## src/rtl/bus_drvr_fifo_if.sv

```systemverilog
// Arbiter-facing handshake bundle for bus_drvr_fifo.
// The master side is the bus driver; the slave side is the FIFO.
interface bus_drvr_fifo_if #(
    parameter int PCKG  = 16,
    parameter int DEPTH = 8
);
    localparam int CW = $clog2(DEPTH + 1);

    logic            push;
    logic [PCKG-1:0] D_push;
    logic            pop;
    logic [PCKG-1:0] D_pop;
    logic            pndng;
    logic            full;
    logic            almost_full;
    logic [CW-1:0]   count;
    logic            overflow;
    logic            underflow;
    logic            clr_flags;

    modport master (
        output push, D_push, pop, clr_flags,
        input  D_pop, pndng, full, almost_full, count, overflow, underflow
    );

    modport slave (
        input  push, D_push, pop, clr_flags,
        output D_pop, pndng, full, almost_full, count, overflow, underflow
    );
endinterface

```

## src/rtl/bus_drvr_fifo.sv

```systemverilog
// Show-ahead FIFO between a bus driver and the arbiter, with any-depth pointer wrap,
// drop/overwrite policy on a full write, occupancy count and sticky error flags.
module bus_drvr_fifo #(
    parameter int PCKG   = 16,
    parameter int DEPTH  = 8,
    parameter int AF_LVL = DEPTH - 2,
    parameter int MODE   = 0
) (
    input  logic             clk,
    input  logic             reset,
    bus_drvr_fifo_if.slave   bus
);
    localparam int CW = $clog2(DEPTH + 1);
    localparam int PW = (DEPTH > 1) ? $clog2(DEPTH) : 1;
    localparam logic OVERWRITE = (MODE == 1);

    logic [PCKG-1:0] r_mem [DEPTH];
    logic [PW-1:0]   r_wr_ptr;
    logic [PW-1:0]   r_rd_ptr;
    logic [CW-1:0]   r_count;
    logic            r_overflow;
    logic            r_underflow;

    logic            w_empty;
    logic            w_full;
    logic            w_pop_ok;
    logic            w_wr_en;
    logic            w_rd_adv;
    logic            w_ovf_set;
    logic            w_udf_set;
    logic [PW-1:0]   w_wr_ptr_nxt;
    logic [PW-1:0]   w_rd_ptr_nxt;

    // Explicit compare keeps the wrap correct for non-power-of-two depths.
    function automatic logic [PW-1:0] f_ptr_inc(input logic [PW-1:0] p);
        return (p == PW'(DEPTH - 1)) ? '0 : p + 1'b1;
    endfunction

    assign w_empty      = (r_count == '0);
    assign w_full       = (r_count == CW'(DEPTH));
    assign w_pop_ok     = bus.pop & ~w_empty;
    assign w_ovf_set    = bus.push & ~bus.pop & w_full;
    assign w_udf_set    = bus.pop & w_empty;
    assign w_wr_en      = bus.push & (~w_full | bus.pop | OVERWRITE);
    // An overwriting write on a full FIFO discards the oldest word by moving the head too.
    assign w_rd_adv     = w_pop_ok | (w_ovf_set & OVERWRITE);
    assign w_wr_ptr_nxt = f_ptr_inc(r_wr_ptr);
    assign w_rd_ptr_nxt = f_ptr_inc(r_rd_ptr);

    always_ff @(posedge clk) begin
        if (w_wr_en) begin
            r_mem[r_wr_ptr] <= bus.D_push;
        end
    end

    always_ff @(posedge clk or negedge reset) begin
        if (!reset) begin
            r_wr_ptr <= '0;
            r_rd_ptr <= '0;
            r_count  <= '0;
        end else begin
            if (w_wr_en) begin
                r_wr_ptr <= w_wr_ptr_nxt;
            end
            if (w_rd_adv) begin
                r_rd_ptr <= w_rd_ptr_nxt;
            end
            if (w_wr_en && !w_rd_adv) begin
                r_count <= r_count + 1'b1;
            end else if (w_rd_adv && !w_wr_en) begin
                r_count <= r_count - 1'b1;
            end
        end
    end

    // A new error in the same cycle as clr_flags leaves the flag set.
    always_ff @(posedge clk or negedge reset) begin
        if (!reset) begin
            r_overflow  <= 1'b0;
            r_underflow <= 1'b0;
        end else begin
            r_overflow  <= w_ovf_set | (r_overflow  & ~bus.clr_flags);
            r_underflow <= w_udf_set | (r_underflow & ~bus.clr_flags);
        end
    end

    assign bus.D_pop       = w_empty ? '0 : r_mem[r_rd_ptr];
    assign bus.pndng       = ~w_empty;
    assign bus.full        = w_full;
    assign bus.almost_full = (r_count >= CW'(AF_LVL));
    assign bus.count       = r_count;
    assign bus.overflow    = r_overflow;
    assign bus.underflow   = r_underflow;
endmodule
```

## src/flat_wrapper.sv

```systemverilog
// flat-port wrapper written by rule: the top's interface ports become plain ports
module bus_drvr_fifo_flat 
#(
    parameter int PCKG   = 16,
    parameter int DEPTH  = 8,
    parameter int AF_LVL = DEPTH - 2,
    parameter int MODE   = 0
)
  (clk, reset, bus_push, bus_D_push, bus_pop, bus_clr_flags, bus_D_pop, bus_pndng, bus_full, bus_almost_full, bus_count, bus_overflow, bus_underflow);
  bus_drvr_fifo_if #(.PCKG(PCKG), .DEPTH(DEPTH)) bus_i ();
  input  logic clk;
  input  logic reset;
  input wire logic [$bits(bus_i.push)-1:0] bus_push;
  input wire logic [$bits(bus_i.D_push)-1:0] bus_D_push;
  input wire logic [$bits(bus_i.pop)-1:0] bus_pop;
  input wire logic [$bits(bus_i.clr_flags)-1:0] bus_clr_flags;
  output wire logic [$bits(bus_i.D_pop)-1:0] bus_D_pop;
  output wire logic [$bits(bus_i.pndng)-1:0] bus_pndng;
  output wire logic [$bits(bus_i.full)-1:0] bus_full;
  output wire logic [$bits(bus_i.almost_full)-1:0] bus_almost_full;
  output wire logic [$bits(bus_i.count)-1:0] bus_count;
  output wire logic [$bits(bus_i.overflow)-1:0] bus_overflow;
  output wire logic [$bits(bus_i.underflow)-1:0] bus_underflow;
  assign bus_i.push = bus_push;
  assign bus_i.D_push = bus_D_push;
  assign bus_i.pop = bus_pop;
  assign bus_i.clr_flags = bus_clr_flags;
  assign bus_D_pop = bus_i.D_pop;
  assign bus_pndng = bus_i.pndng;
  assign bus_full = bus_i.full;
  assign bus_almost_full = bus_i.almost_full;
  assign bus_count = bus_i.count;
  assign bus_overflow = bus_i.overflow;
  assign bus_underflow = bus_i.underflow;
  bus_drvr_fifo #(.PCKG(PCKG), .DEPTH(DEPTH), .AF_LVL(AF_LVL), .MODE(MODE)) u_core (.clk(clk), .reset(reset), .bus(bus_i));
endmodule
```

## config.mk

```make
export PLATFORM = sky130hd
export DESIGN_NAME = bus_drvr_fifo_flat
export DESIGN_NICKNAME = d
export VERILOG_FILES = /design/src/rtl/bus_drvr_fifo_if.sv /design/src/rtl/bus_drvr_fifo.sv /design/src/flat_wrapper.sv
export SDC_FILE = /design/constraint.sdc
export NUM_CORES = 1
export LEC_CHECK = 0
export CORE_UTILIZATION = 40
export DETAILED_ROUTE_END_ITERATION = 6
export PLACE_DENSITY = 0.65
export SETUP_SLACK_MARGIN = 0.3
export SYNTH_ARGS = -nofsm -noshare
export SYNTH_HDL_FRONTEND = slang
export SYNTH_SLANG_ARGS = --single-unit
export TNS_END_PERCENT = 10
```

## constraint.sdc

```tcl
create_clock -name clk -period 8.3 [get_ports clk]
set_input_delay 2.49 -clock clk [delete_from_list [all_inputs] [get_ports clk]]
set_output_delay 2.49 -clock clk [all_outputs]
set_load 0.01 [all_outputs]
```

==> results.toml <==
[run_status]
status = "finished clean"

[clock_network]
cts-root-buf = "clkbuf_16"
clock_latency_ps = 410
cts_htree_levels = 4
hold_buffers = 0
post_cts_resized = 0
cts_sinks = 140
cts_tree = "built"
numCtsBuffers = 17
cts_buffer_depth = 2
cts_setup_buffers = 0
path_clk_slew_ps = 60

[timing]
fin_worst_skew_ps = 7.19
final.min_clock_period_ps = 5260
post-route-period-util_pct = 63.4
finalSetupTns_ps = 0
rsz0062_at_grt = "no"
setup_viol = 0
slew_violations = 0
setup_slack_ps = 3040
fmax_ghz = 0.190
slew_headroom_pct = 41.6
tightest_slew_ps = 876
hold_viol_final = 0

[global_routing]
antenna_found_initial = 0
grt_pass1_vias = 2966
grtUsageTotal_pct = 15.8
grt_max_degree = 35
overflow = 0
grt_pass1_wl_mm = 16.1

[die]
dieArea_mm2 = 0.0143
core_area_mm2 = 0.0134
die_y_um = 120
dieWidth_um = 120
rows = 42
initial_utilization_pct = 41.4
ioPinCount = 46

[placed_design]
pre_cts_slack_ps = 3300
place_hpwl_mm = 5.70
place.gp.congestion = 0.705
portBuffers = 45
place_area_mm2 = 0.00628

[worst_setup_path]
cp_max_fo = 16
cp_data_arrival_time_ps = 2770
crit_buf_inv = 2
max_stage_delay_ps = 760
cp-startpoint = "u_core.bus.count[0]$_DFFE_PN0P_"
critical_path_class = "reg2out"
crit_family = "simple AND/OR/NAND/NOR gates"
required_ps = 5810
timing.rr.start = "u_core.bus.count[0]$_DFFE_PN0P_"
cp-end-kind = "output pin"
crit_path_top_delay_cell = "nor4_1"
start_kind = "register"
path_cells = "nor4_1 -> nor2b_1 -> buf_4 -> a22o_1 -> clkdlybuf4s50_1"

[drt]
wl_per_cell_um = 19.9
wirelength_mm = 10.3
vias = 2726
drt_iter0_markers = 206
drc = 0
antenna_left = 0
drt-pass1-iter-count = 4
viasPerCell = 5.29

[logic_synthesis]
ys_async_sr_fraction_pct = 8.57
ys_ff_latch = 140
yosys_most_used_dff = "edfxtp_1"
ys_warn_count = 0
synthCells = 263
syn-num-nets = 292
synthDistinctLibCells = 33
synth_area_mm2 = 0.00554
synth.avg_cell_area_um2 = 21.1
ys_seq_area_share_pct = 74.8
synth_edf_count = 128

[power_and_ir_drop]
power-per-cell-area_mw_per_mm2 = 376
ir_drop_uv = 180
p_leak_nw = 2.31
p_total_mw = 2.60

[min_path]
hold_start = "u_core.bus.overflow$_DFF_PN0_"
hp-class = "reg2reg"

[cells_and_area]
drive_gt1_share_pct = 25.7
final_cell_mix = "128 x edfxtp_1, 45 x clkdlybuf4s50_1, 32 x mux4_2"
mostFrequentLayoutCell = "edfxtp_1"
insertedDiodeCount = 0
design_area_mm2 = 0.00691
area_growth_pct = 24.6
nNetsFinal = 355

[run]
cap_viol_max_count = 0
==> cells by family (layout without fill, tap and decap cells) <==
kind of cell / after synthesis / after routing / share of synthesized area (%)
XOR/XNOR: 2 / 2 / 0.316
buffers and inverters: 17 / 93 / 1.29
AO/OA/AOI/OAI: 31 / 31 / 4.83
adder cells (fa/ha/maj): 8 / 8 / 1.94
flip-flops: 140 / 140 / 74.8
multiplexers: 37 / 37 / 14.0
AND/OR/NAND/NOR: 28 / 28 / 2.87
==> state kept, by name, summed over array words and instances, names as in the netlist <==
name	cells
u_core.r_wr_ptr	3
u_core.r_mem	128
u_core.bus.overflow	1
u_core.bus.underflow	1
u_core.bus.count	4
u_core.r_rd_ptr	3
==> cell usage after synthesis (all sizes together) (2+ instances only) <==
master / instances / area [µm²]
nor4: 2 / 12.5
inv: 5 / 18.8
mux2: 4 / 45.0
o21ai: 3 / 26.3
nand3b: 2 / 15.0
nor2: 5 / 18.8
xnor2: 2 / 17.5
nand2b: 2 / 12.5
a21oi: 2 / 10.0
a21o: 2 / 15.0
nor3: 5 / 25.0
o211ai: 3 / 22.5
edfxtp: 128 / 3840
ha: 7 / 87.6
buf: 6 / 30.0
nand3: 2 / 10.0
dfrtp: 12 / 300
mux4: 32 / 721
clkbuf: 6 / 22.5
nand2: 4 / 15.0
a22o: 18 / 158
==> path summary, 6_finish.rpt <==
| path | to | slack, ps | depth (start not counted) |
|---|---|---|---|
| min in group asynchronous | u_core.bus.count[3]$_DFFE_PN0P_ | 2450 | 1 |
| max | bus_D_pop[0] | 3040 | 5 |
| min reg2reg | u_core.bus.overflow$_DFF_PN0_ | 510 | 1 |
| max in group asynchronous | u_core.r_rd_ptr[1]$_DFFE_PN0P_ | 5420 | 1 |
| max reg2reg | u_core.bus.count[3]$_DFFE_PN0P_ | 5290 | 9 |
| min | u_core.bus.overflow$_DFF_PN0_ | 510 | 1 |
==> area by class of cell <==
| class | count | area (µm²) |
|---|---|---|
| Fill cell | 1062 | 6490 |
| Sequential cell | 140 | 4150 |
| Multi-Input combinational cell | 106 | 1360 |
| Timing Repair Buffer | 56 | 533 |
| Clock buffer | 18 | 429 |
| Tap cell | 176 | 220 |
| Clock inverter | 14 | 200 |
| Inverter | 5 | 18.8 |
==> metal layers <==
layer  vias to the layer above  routed length (µm)  track usage (%)
met4                         0                 196             7.19
met3                        19                 562             5.18
li1                       1230                   -                -
met5                         -                   0                0
met1                      1397                4260             19.4
met2                        80                5240             25.5
==> power by group <==
group,switching (mW),internal (mW)
clock network,0.274,0.528
logic,0.357,0.447
registers,0.0996,0.892
total,0.730,1.87
==> through the flow <==
stage / utilization, % / std cells / hold slack (ps)
floorplan: - / 263 / 524
global placement: 46.9 / 483 / 502
detailed placement: 46.9 / 483 / 490
CTS: 51.6 / 515 / 517
global route: 51.6 / 515 / 545
finish: 51.6 / 515 / 515
Note: power is estimated with default switching activity, not from simulation.
